**src/rtl/cordic_pkg.sv**
```systemverilog
// Shared CORDIC definitions: phase-generator state encoding, default drive
// amplitude and the dither LFSR seed/taps.
package cordic_pkg;

    typedef enum logic [1:0] {
        IDLE = 2'd0,
        RUN  = 2'd1,
        DONE = 2'd2
    } gen_state_t;

    // About 0.607 of 12-bit full scale, cancelling the CORDIC gain of ~1.647.
    localparam int unsigned DEFAULT_AMPLITUDE = 1243;

    // Fibonacci form of x^16 + x^14 + x^13 + x^11 + 1 (maximal length).
    localparam logic [15:0] LFSR_SEED = 16'hACE1;
    localparam logic [15:0] LFSR_TAPS = 16'h002D;

    function automatic logic [15:0] lfsr_next(input logic [15:0] cur);
        return {^(cur & LFSR_TAPS), cur[15:1]};
    endfunction

endpackage

```
**src/rtl/phase_lfsr.sv**
```systemverilog
// 16-bit maximal-length LFSR used as the phase dither source.
// Holds the seed while loaded and steps once per advance.
module phase_lfsr
    import cordic_pkg::*;
(
    input  logic        clk,
    input  logic        rst,
    input  logic        load,
    input  logic        advance,
    output logic [15:0] value
);

    always_ff @(posedge clk or posedge rst) begin
        if (rst) begin
            value <= LFSR_SEED;
        end else if (load) begin
            value <= LFSR_SEED;
        end else if (advance) begin
            value <= lfsr_next(value);
        end
    end

endmodule

```
**src/rtl/cordic_phase_gen.sv**
```systemverilog
// Burst phase-ramp generator feeding a CORDIC rotator with registered operands.
// Optional low-bit phase dither is enabled by defining PHASE_DITHER_EN.
module cordic_phase_gen
    import cordic_pkg::*;
#(
    parameter int unsigned XY_BITS   = 12,
    parameter int unsigned PH_BITS   = 32,
    parameter int unsigned AMPLITUDE = DEFAULT_AMPLITUDE
) (
    input  logic               clk_in,
    input  logic               RST,
    input  logic               start,
    input  logic               stop,
    input  logic [PH_BITS-1:0] fcw_in,
    input  logic [PH_BITS-1:0] step_in,
    input  logic [15:0]        count_in,
    output logic [XY_BITS-1:0] x_i,
    output logic [XY_BITS-1:0] y_i,
    output logic [PH_BITS-1:0] phase_in,
    output logic               valid_in,
    output logic               busy,
    output logic               done
);

    localparam logic [XY_BITS-1:0] AMP = XY_BITS'(AMPLITUDE);

    gen_state_t         state;
    gen_state_t         state_nxt;
    logic [PH_BITS-1:0] acc;
    logic [PH_BITS-1:0] acc_nxt;
    logic [PH_BITS-1:0] fcw_cur;
    logic [PH_BITS-1:0] fcw_nxt;
    logic [PH_BITS-1:0] step_q;
    logic [PH_BITS-1:0] step_nxt;
    logic [15:0]        count_q;
    logic [15:0]        count_nxt;
    logic [15:0]        cnt;
    logic [15:0]        cnt_nxt;
    logic [PH_BITS-1:0] phase_raw;
    logic [PH_BITS-1:0] phase_out;
    logic               emit;
    logic               fire_done;

    always_ff @(posedge clk_in or posedge RST) begin
        if (RST) begin
            state   <= IDLE;
            acc     <= '0;
            fcw_cur <= '0;
            step_q  <= '0;
            count_q <= '0;
            cnt     <= '0;
        end else begin
            state   <= state_nxt;
            acc     <= acc_nxt;
            fcw_cur <= fcw_nxt;
            step_q  <= step_nxt;
            count_q <= count_nxt;
            cnt     <= cnt_nxt;
        end
    end

    // emit marks the edge that registers a valid sample; cnt counts samples
    // already presented, so cnt == count_q means the last one is on the outputs.
    always_comb begin
        state_nxt = state;
        acc_nxt   = acc;
        fcw_nxt   = fcw_cur;
        step_nxt  = step_q;
        count_nxt = count_q;
        cnt_nxt   = cnt;
        phase_raw = '0;
        emit      = 1'b0;
        fire_done = 1'b0;
        case (state)
            IDLE: begin
                if (start && !stop) begin
                    state_nxt = RUN;
                    emit      = 1'b1;
                    phase_raw = '0;
                    acc_nxt   = fcw_in;
                    fcw_nxt   = fcw_in + step_in;
                    step_nxt  = step_in;
                    count_nxt = count_in;
                    cnt_nxt   = 16'd1;
                end
            end
            RUN: begin
                if (stop) begin
                    state_nxt = IDLE;
                end else if ((count_q != '0) && (cnt == count_q)) begin
                    state_nxt = DONE;
                    fire_done = 1'b1;
                end else begin
                    emit      = 1'b1;
                    phase_raw = acc;
                    acc_nxt   = acc + fcw_cur;
                    fcw_nxt   = fcw_cur + step_q;
                    cnt_nxt   = cnt + 16'd1;
                end
            end
            DONE: begin
                state_nxt = IDLE;
            end
            default: begin
                state_nxt = IDLE;
            end
        endcase
    end

`ifdef PHASE_DITHER_EN
    logic [15:0] dither;

    phase_lfsr u_lfsr (
        .clk     (clk_in),
        .rst     (RST),
        .load    (!emit),
        .advance (emit),
        .value   (dither)
    );

    // Dither wraps inside the low nibble so the upper phase bits stay exact.
    always_comb begin
        phase_out = {phase_raw[PH_BITS-1:4], phase_raw[3:0] + dither[3:0]};
    end
`else
    always_comb begin
        phase_out = phase_raw;
    end
`endif

    always_ff @(posedge clk_in or posedge RST) begin
        if (RST) begin
            x_i      <= '0;
            y_i      <= '0;
            phase_in <= '0;
            valid_in <= 1'b0;
            busy     <= 1'b0;
            done     <= 1'b0;
        end else begin
            x_i      <= emit ? AMP : '0;
            y_i      <= '0;
            phase_in <= emit ? phase_out : '0;
            valid_in <= emit;
            busy     <= (state_nxt == RUN);
            done     <= fire_done;
        end
    end

endmodule
```
**config.mk**
```make
export PLATFORM = sky130hd
export DESIGN_NAME = cordic_phase_gen
export DESIGN_NICKNAME = d
export VERILOG_FILES = /design/src/rtl/cordic_pkg.sv /design/src/rtl/phase_lfsr.sv /design/src/rtl/cordic_phase_gen.sv
export SDC_FILE = /design/constraint.sdc
export NUM_CORES = 1
export LEC_CHECK = 0
export ABC_CLOCK_PERIOD_IN_PS = 7400
export CORE_MARGIN = 5
export CORE_UTILIZATION = 45
export CTS_CLUSTER_SIZE = 24
export DETAILED_ROUTE_END_ITERATION = 8
export PLACE_DENSITY = 0.67
export SLEW_MARGIN = 15
export SYNTH_ARGS = -nofsm -noshare
export SYNTH_HDL_FRONTEND = slang
export SYNTH_HIERARCHICAL = 1
export SYNTH_SLANG_ARGS = --single-unit
```
**constraint.sdc**
```tcl
create_clock -name clk_in -period 7.4 [get_ports clk_in]
set_input_delay 1.85 -clock clk_in [delete_from_list [all_inputs] [get_ports clk_in]]
set_output_delay 1.85 -clock clk_in [all_outputs]
set_load 0.005 [all_outputs]
```
After elaboration in Yosys (flattened, before gate mapping)
Cells that the tools add are included.
{ "totals": {"reg_bits": 176, "input_bits": 84, "out_inout_bits": 59, "wordCells": 57} }
{ "op_classes": {"add_sub_neg": 4, "eq_ne": 6, "n_mux": 28, "n_reduce_logical": 8} }
{ "ops": {"columns": ["cell", "n"], "rows": [
  ["two-way mux 32 bit", 10],
  ["one-hot mux 32 bit (2 select lines)", 2],
  ["adder 32 bit", 3],
  ["two-way mux 16 bit", 3],
  ["one-hot mux 16 bit (2 select lines)", 1],
  ["adder 16 x 1 -> 16 bit, second input constant", 1],
  ["equality test 16 bit", 1],
  ["nonzero test 16 bit", 1],
  ["two-way mux 11 bit", 1],
  ["two-way mux 1 bit", 6],
  ["two-way mux 2 bit", 3],
  ["!= test 2 bit, second input constant", 3],
  ["equality test 2 x 1 -> 1 bit, second input constant", 2],
  ["one-hot mux 2 bit (2 select lines)", 1],
  ["AND reduction 4 bit", 1],
  ["logical AND 1 bit", 2],
  ["zero test 2 bit", 1],
  ["one-hot mux 1 bit (2 select lines)", 1],
  ["AND reduction 2 bit", 1],
  ["nonzero test 2 bit", 1],
  ["zero test 1 bit", 1]
]} }

Depth between registers and ports, before layout
Gate-level depths: netlist of run 1.
{ "logic_depth": {"depth_word": 6, "ltp_mapped": 11, "ltp_nobuf": 11} }

Least setup slack after synthesis of run 1
Ideal clock, no wire load.
{ "synth_path": {"path_kind": "input-to-reg", "start": "input port fcw_in[5]", "end": "register fcw_cur[27]", "setup_time_ps": 122, "t_arrival_ps": 3947, "required_time_ps": 7278, "slack_ps": 3330, "cell_stages": 10, "path_buffers": 1, "path_cell_list": "ha_1 > buf_2 > nand2_1 > or2_4 > o31ai_4 > o32ai_2 > o311a_4 > or4b_1 > nand4_1 > a21oi_1"} }
{ "synth_via": {"elab_chain_len": 3} }
{ "synth_lines": {"columns": ["item", "line_no", "rtl"], "rows": [
  ["start: declaration", "cordic_phase_gen.sv:14", "input logic [PH_BITS-1:0] fcw_in,"],
  ["adder 32 bit", "cordic_phase_gen.sv:81", "fcw_nxt = fcw_in + step_in;"],
  ["two-way mux 32 bit", "cordic_phase_gen.sv:76", "if (start && !stop) begin"],
  ["one-hot mux 32 bit (2 select lines)", "cordic_phase_gen.sv:74", "case (state)"],
  ["end signal: assignment", "cordic_phase_gen.sv:55", "fcw_cur <= fcw_nxt;"],
  ["end: declaration", "cordic_phase_gen.sv:31", "logic [PH_BITS-1:0] fcw_cur;"]
]} }
Every way passes these cells. The select of a mux whose other input is x is not followed.
A chain may end at the register's enable or synchronous reset.

Worst setup path after layout of run 1
{ "layout_path": {"start": "input port fcw_in[0]", "end": "register fcw_cur[18]"} }
The elaborated chain is that of the path after synthesis.

==> results of run 1 <==
[report_power, final]
group | switching (mW) | leakage [nW] | internal [mW] | total (mW)
Sequential | 0.240 | 2.07 | 1.13 | 1.37
Combinational | 1.50 | 3.91 | 1.18 | 2.67
Clock | 0.427 | 0.305 | 0.525 | 0.952
[routing by layer]
metal | up-vias | share of wire [%] | wire length (um) | track usage (%)
met5 | - | 0 | 0 | 0
met4 | 0 | 1.5 | 498 | 5.718
met3 | 37 | 6.2 | 2027 | 3.677
met2 | 282 | 45 | 14770 | 35.85
met1 | 4870 | 47 | 15420 | 31.86
li1 | 5057 | - | - | -
[kinds of logic after synthesis]
logic type	after synthesis	share of synthesized area (%)
and+or+nand+nor	556	21.80
AOI/OAI and AO/OA	358	19.81
other	1	0.03199
buffers and inverters	107	4.258
muxes	10	0.8645
xor gates and xnor gates	100	7.471
DFF	165	35.22
adders and majority gates	97	10.54
[state kept, by name, summed over array words and instances (netlist names)]
signal / cells
acc: 32
busy: 1
cnt: 16
count_q: 16
done: 1
fcw_cur: 32
phase_in: 32
state: 2
step_q: 32
x_i: 1
[area by class of cell]
cell class / instances / area, um2 / share of cell area, %
inverters: 30 / 117.6 / 0.8542
clock inverters: 14 / 175.2 / 1.272
multi-input cells: 1138 / 7177 / 52.13
repair buffers: 133 / 1311 / 9.524
well taps: 335 / 419.2 / 3.044
clock buffers: 18 / 439.2 / 3.190
flip-flops and latches: 165 / 4129 / 29.99
[critical path, delay by kind of cell]
kind	cells	cell delay [ns]
compound gates	6	1.29
fa+ha+maj	2	0.69
buf+inv	1	0.43
mux	1	0.19
simple gates	2	0.40
[stage by stage]
| step | cell area (um2) | std cells | setup slack (ns) | power, mW |
|---|---|---|---|---|
| 2_1_floorplan | 11780 | 1410 | 1.088 | 3.392 |
| 3_3_place_gp | 13150 | 1801 | 2.399 | 3.975 |
| 3_5_place_dp | 13150 | 1801 | 2.367 | 4.019 |
| 4_1_cts | 13770 | 1833 | 2.805 | 4.982 |
| 5_1_grt | 13770 | 1833 | 2.575 | 5.402 |
| 6_report | 13770 | 1833 | 2.796 | 4.997 |
[cell usage after synthesis, types with 22 or more instances]
cell type / n / area share, %
nand2_1: 257 / 8.2
dfrtp_1: 165 / 35
a21oi_1: 113 / 4.8
nor2_1: 110 / 3.5
ha_1: 94 / 10
o21ai_0: 66 / 2.8
xnor2_1: 65 / 4.9
clkbuf_1: 42 / 1.3
a21o_1: 39 / 2.5
and2_1: 37 / 2.0
xor2_1: 35 / 2.6
inv_1: 28 / 0.90
a31oi_1: 26 / 1.4
nand3_1: 25 / 1.1
buf_4: 24 / 1.5
nor3_1: 23 / 0.98
and3_1: 22 / 1.2
[path summary, 6_finish.rpt]
kind,to,start,cells after the start
setup / recovery,fcw_cur[18]$_DFFE_PP0P_,fcw_in[0],12
hold / removal,step_q[2]$_DFFE_PP0P_,step_q[2]$_DFFE_PP0P_,2
setup reg to reg,cnt[6]$_DFFE_PP0P_,count_q[8]$_DFFE_PP0P_,11
hold reg to reg,step_q[2]$_DFFE_PP0P_,step_q[2]$_DFFE_PP0P_,2
max in group asynchronous,acc[25]$_DFFE_PP0P_,RST,3
min in group asynchronous,acc[6]$_DFFE_PP0P_,RST,2
[cell usage in the layout (no fill, tap or decap), drive strengths merged, types with 4 or more instances in the layout]
master	count
nand2	257
dfrtp	165
clkdlybuf4s50	125
a21oi	114
nor2	111
ha	94
o21ai	74
xnor2	65
a21o	41
inv	41
and2	38
xor2	35
a31oi	26
nand3	26
nor3	25
and3	22
nand4	19
o21bai	18
clkbuf	18
conb	17
o211ai	14
a211oi	12
nor4	11
nand2b	10
o21a	9
or3	9
mux2i	9
buf	8
a22oi	6
nor3b	6
nor2b	6
o31ai	5
o31a	4
or2	4
==> metrics.md, run 1 <==
| Metric | Value |
|---|---|
| Largest net degree at the start of global routing | `81` |
| Worst setup SP type | `primary input` |
| H-tree depth | `4` |
| Critical Path, Cell by Cell | `clkdlybuf4s50_1 > ha_1 > fa_1 > a211oi_1 > o211ai_1 > nand4_1 > a21oi_1 > a21o_1 > a21oi_1 > nand2b_1 > mux2i_1 > a31oi_1` |
| Final core utilization | `53.29%` |
| Via Count | `10250` |
| Initial DRC Count | `850` |
| Cell mode on critical path | `a21oi_1` |
| Wire per inst | `17.85 um` |
| Initial Util | `45.38%` |
| Layout cell share with drive strength beyond 1 | `4.873%` |
| GR Overflow Total | `0` |
| PwrDens | `363.0 nW/um2` |
| Post-synth EDFFs | `0` |
| Clock buffer depth | `2` |
| Synth cell types | `85` |
| Seq/Total Area, Yosys | `35.22%` |
| I/O pins | `around 140` |
| IO buf count | `125` |
| TritonCTS buffer count | `17` |
| Slew @ Worst Pin | `1.149 ns` |
| Postcts setup bufs | `0` |
| Clk sinks | `165` |
| Gr usage total | `22.41%` |
| Die W | `171.4 um` |
| N_diodes | `0` |
| Fin. Hold Viols | `0` |
| Most used flip-flop cell after synthesis | `dfrtp_1` |
| Max-cap viol count | `0` |
| Final WL | `approximately 33000 um` |
| Min Hold Slack | `0.4927 ns` |
| Peak supply drop | `188.4 uV` |
| Clock Latency Late Sink | `0.44 ns` |
| FILL cells | `2421` |
| R2r setup slk | `3.65 ns` |
| Rows | `59` |
| Outcome | `completed` |
| Fmax | `roughly 220 MHz` |
| Crit path required time | `around 7.7 ns` |
| Post-Route Setup TNS | `0 ns` |
| Die Y | `171.4 um` |
| Syn. warnings | `6` |
| Crit Path Class | `in -> reg` |
| Clock skew | `0.01746 ns` |
| Crit path max fanout | `3` |
| Root buf cell | `clkbuf_16` |
| PostCTS Resize Cnt | `0` |
| CTS tree | `yes` |
| Global placer's final weighted congestion | `roughly 0.9` |
| Clock transition at the registers of the reported paths | `0.07 ns` |
| Cell Area, Synth | `11720 um2` |
| Vias in the first global route | `10050` |
| Slew Limit Fails | `0` |
| Worst Setup End Kind | `register` |
| Area delta synth->final | `17.44%` |
| CP max stage cell | `fa_1` |
| # hold bufs at CTS | `0` |
| Die Area | `29380 um2` |
| Core box area | `about 26000 um2` |
| Routed vias/inst | `5.590` |
| Tmin final | `4.604 ns` |
| Async set or reset register ratio after synthesis | `100.0%` |
| ANT nets after route | `0` |
| RSZ-0062 raised after global routing | `no` |
| Leakage | `6.278 nW` |
| Remaining DRCs | `0` |
| HP Class | `reg -> reg` |
| Initial antenna violation count | `0` |
| Slew headroom | `between 20% and 30%` |
| Slowest stage delay, CP | `0.45 ns` |
| Syn Inst Count | `~1400` |
| Post-DP HPWL | `between 20000 and 25000 um` |
| FF+latch count, synth | `approximately 170` |
| Worst EP arrival | `around 4.9 ns` |
| First-pass DRT Iterations | `5` |
| First-pass GRT wire length | `about 53000 um` |
| # setup viols final | `0` |
| Final #Nets | `1666` |
| Syn avg cell area | `around 8.4 um2` |
| Period utilization | `between 60 and 70%` |
(Power assumes the default switching activity.)
==> run 2, diff against run 1 <==
--- a/config.mk
+++ b/config.mk
@@ -5,7 +5,7 @@
 export SDC_FILE = /design/constraint.sdc
 export NUM_CORES = 1
 export LEC_CHECK = 0
-export ABC_CLOCK_PERIOD_IN_PS = 7400
+export ABC_CLOCK_PERIOD_IN_PS = 4300
 export CORE_MARGIN = 5
 export CORE_UTILIZATION = 45
 export CTS_CLUSTER_SIZE = 24
==> constraint.sdc (replaced) <==
create_clock -name clk_in -period 4.3 [get_ports clk_in]
set_input_delay 1.075 -clock clk_in [delete_from_list [all_inputs] [get_ports clk_in]]
set_output_delay 1.075 -clock clk_in [all_outputs]
set_load 0.005 [all_outputs]
==> metrics.md, run 2 (synthesis gave the netlist of run 1 again) <==
| Metric | Value |
|---|---|
| First-pass GRT wire length | `53430 um` |
| Crit path required time | `between 4 and 5 ns` |
| Clk sinks | `165` |
| R2r endpoint | `acc[30]$_DFFE_PP0P_` |
| Postcts setup bufs | `0` |
| RSZ-0062 raised after global routing | `no` |
| Worst setup margin | `~0.42 ns` |
| Commonest non-fill, non-tap cell in the layout | `nand2_1` |
| Setup crit end | `fcw_cur[28]$_DFFE_PP0P_` |
| Placement Setup Slack | `between 0.02 and 0.025 ns` |
| Final core utilization | `53.43%` |
| Post-DP HPWL | `23820 um` |
| RR Startpoint | `acc[0]$_DFFE_PP0P_` |
| Core box area | `25840 um2` |
| N_diodes | `0` |
| Gr usage total | `a little under a quarter` |
| H-tree depth | `4` |
| PostCTS Resize Cnt | `0` |
| Tmin final | `between 3 and 4 ns` |
| Met2 Usage GRT | `between 30% and 40%` |
| Leakage | `about 6.3 nW` |
| I/O pins | `143` |
| Routed vias/inst | `roughly 5.7` |
| Die Area | `29380 um2` |
| Via Count | `10440` |
| Vias in the first global route | `10330` |
| Area delta synth->final | `17.75%` |
| First-pass DRT Iterations | `5` |
| Worst Setup End Kind | `register` |
| Post-Route Setup TNS | `0 ns` |
| Final WL | `32640 um` |
| CTS tree | `yes` |
| Rows | `59` |
| ANT nets after route | `0` |
| Power share of the clock group | `between 15 and 20%` |
| Outcome | `completed` |
| R2r setup slk | `0.97 ns` |
| Hold Startpoint | `step_q[30]$_DFFE_PP0P_` |
| Grt met1 use | `a little under a third` |
| Initial DRC Count | `832` |
| PwrDens | `620.1 nW/um2` |
| # hold bufs at CTS | `0` |
| Top Usage Layer GRT | `met2` |
| # setup viols final | `0` |
| Clock Latency Late Sink | `0.44 ns` |
| Worst setup SP type | `primary input` |
| Initial Util | `45.38%` |
| Die W | `171.4 um` |
| Fin. Hold Viols | `0` |
| Crit path max fanout | `4` |
| Root buf cell | `clkbuf_16` |
| Peak supply drop | `316.6 uV` |
| GR Overflow Total | `0` |
| Remaining DRCs | `0` |
| Fmax | `257.5 MHz` |
| HP Class | `reg -> reg` |
| Commonest cells after routing, fill and taps aside | `nand2_1, dfrtp_1, clkdlybuf4s50_1, a21oi_1, nor2_1` |
| Combinational Power Share | `54.3%` |
| Slew headroom | `35.38%` |
| Die Y | `171.4 um` |
| Layout cell share with drive strength beyond 1 | `roughly 5.1%` |
| Seq pwr share | `27.6%` |
| Crit Path Class | `in -> reg` |
| Wire per inst | `about 18 um` |
| R2R depth | `11` |
| Period utilization | `90.33%` |
| Largest net degree at the start of global routing | `166` |
| Max-cap viol count | `0` |
| Slew Limit Fails | `0` |
| Global Route met3 Usage | `3.723%` |
| Clock transition at the registers of the reported paths | `approximately 0.08 ns` |
| Global placer's final weighted congestion | `0.9336` |
| Clock skew | `approximately 0.018 ns` |
| Initial antenna violation count | `0` |
| IO buf count | `125` |
| Slew @ Worst Pin | `slightly below 1 ns` |
| Fin cells | `1836` |
| Placed instance count | `1804` |
| Psw | `3.779 mW` |
| Worst EP arrival | `roughly 4.2 ns` |
| Sw frac | `44.15%` |
| Clock buffer depth | `2` |
| Int Power | `4.781 mW` |
| Crit path launch | `fcw_in[0]` |
| Final #Nets | `1669` |
| TritonCTS buffer count | `17` |
-- run 2: final cells by class --
type / count / area, um2
clock buffer: 17 / 425.4
multi-input combinational: 1138 / 7177
sequential: 165 / 4129
clock inverter: 15 / 178.9
tap: 335 / 419.2
inverter: 30 / 116.4
fill: 2421 / 12030
timing repair buffer: 136 / 1359
-- run 2: power groups by stage --
stage / clock network, mW / logic [mW] / registers (mW)
after floorplan: 0 / 3.62 / 2.22
after CTS: 1.58 / 4.60 / 2.36
final: 1.55 / 4.65 / 2.36
after global placement: 0 / 4.47 / 2.37
after detailed placement: 0 / 4.55 / 2.38
after global routing: 1.65 / 5.22 / 2.41
-- run 2: worst max-delay path, stage by stage --
cell	delay, ns
clkdlybuf4s50_1	0.45
ha_1	0.24
fa_1	0.45
a211oi_1	0.45
o211ai_1	0.25
nand4_1	0.26
a21o_1	0.20
a21oi_1	0.11
nand3_1	0.19
o21ai_0	0.14
xor2_1	0.16
o221a_2	0.25
-- run 2: through the flow --
step	total power [mW]	hold slack, ns	cell area (um2)
CTS	8.538	0.5033	13800
global placement	6.841	0.4736	13200
global route	9.286	0.5270	13800
floorplan	5.839	0.4497	11790
detailed placement	6.937	0.4788	13200
finish	8.560	0.4990	13800
-- run 2: worst min-delay path by stage --
stage | end | slack [ns] | cells past startpoint
5_1_grt | step_q[30]$_DFFE_PP0P_ | 0.53 | 2
2_1_floorplan | step_q[0]$_DFFE_PP0P_ | 0.45 | 2
3_5_place_dp | step_q[0]$_DFFE_PP0P_ | 0.48 | 2
3_3_place_gp | step_q[29]$_DFFE_PP0P_ | 0.47 | 2
4_1_cts | step_q[0]$_DFFE_PP0P_ | 0.50 | 2
6_report | step_q[30]$_DFFE_PP0P_ | 0.50 | 2
-- run 2: per-layer routing --
metal | up-vias | wire length (um) | part of all wire (%)
met2 | 318 | 14860 | 46
met4 | 0 | 592 | 1.8
met5 | - | 0 | 0
met1 | 5010 | 15070 | 46
li1 | 5063 | - | -
met3 | 49 | 2115 | 6.5
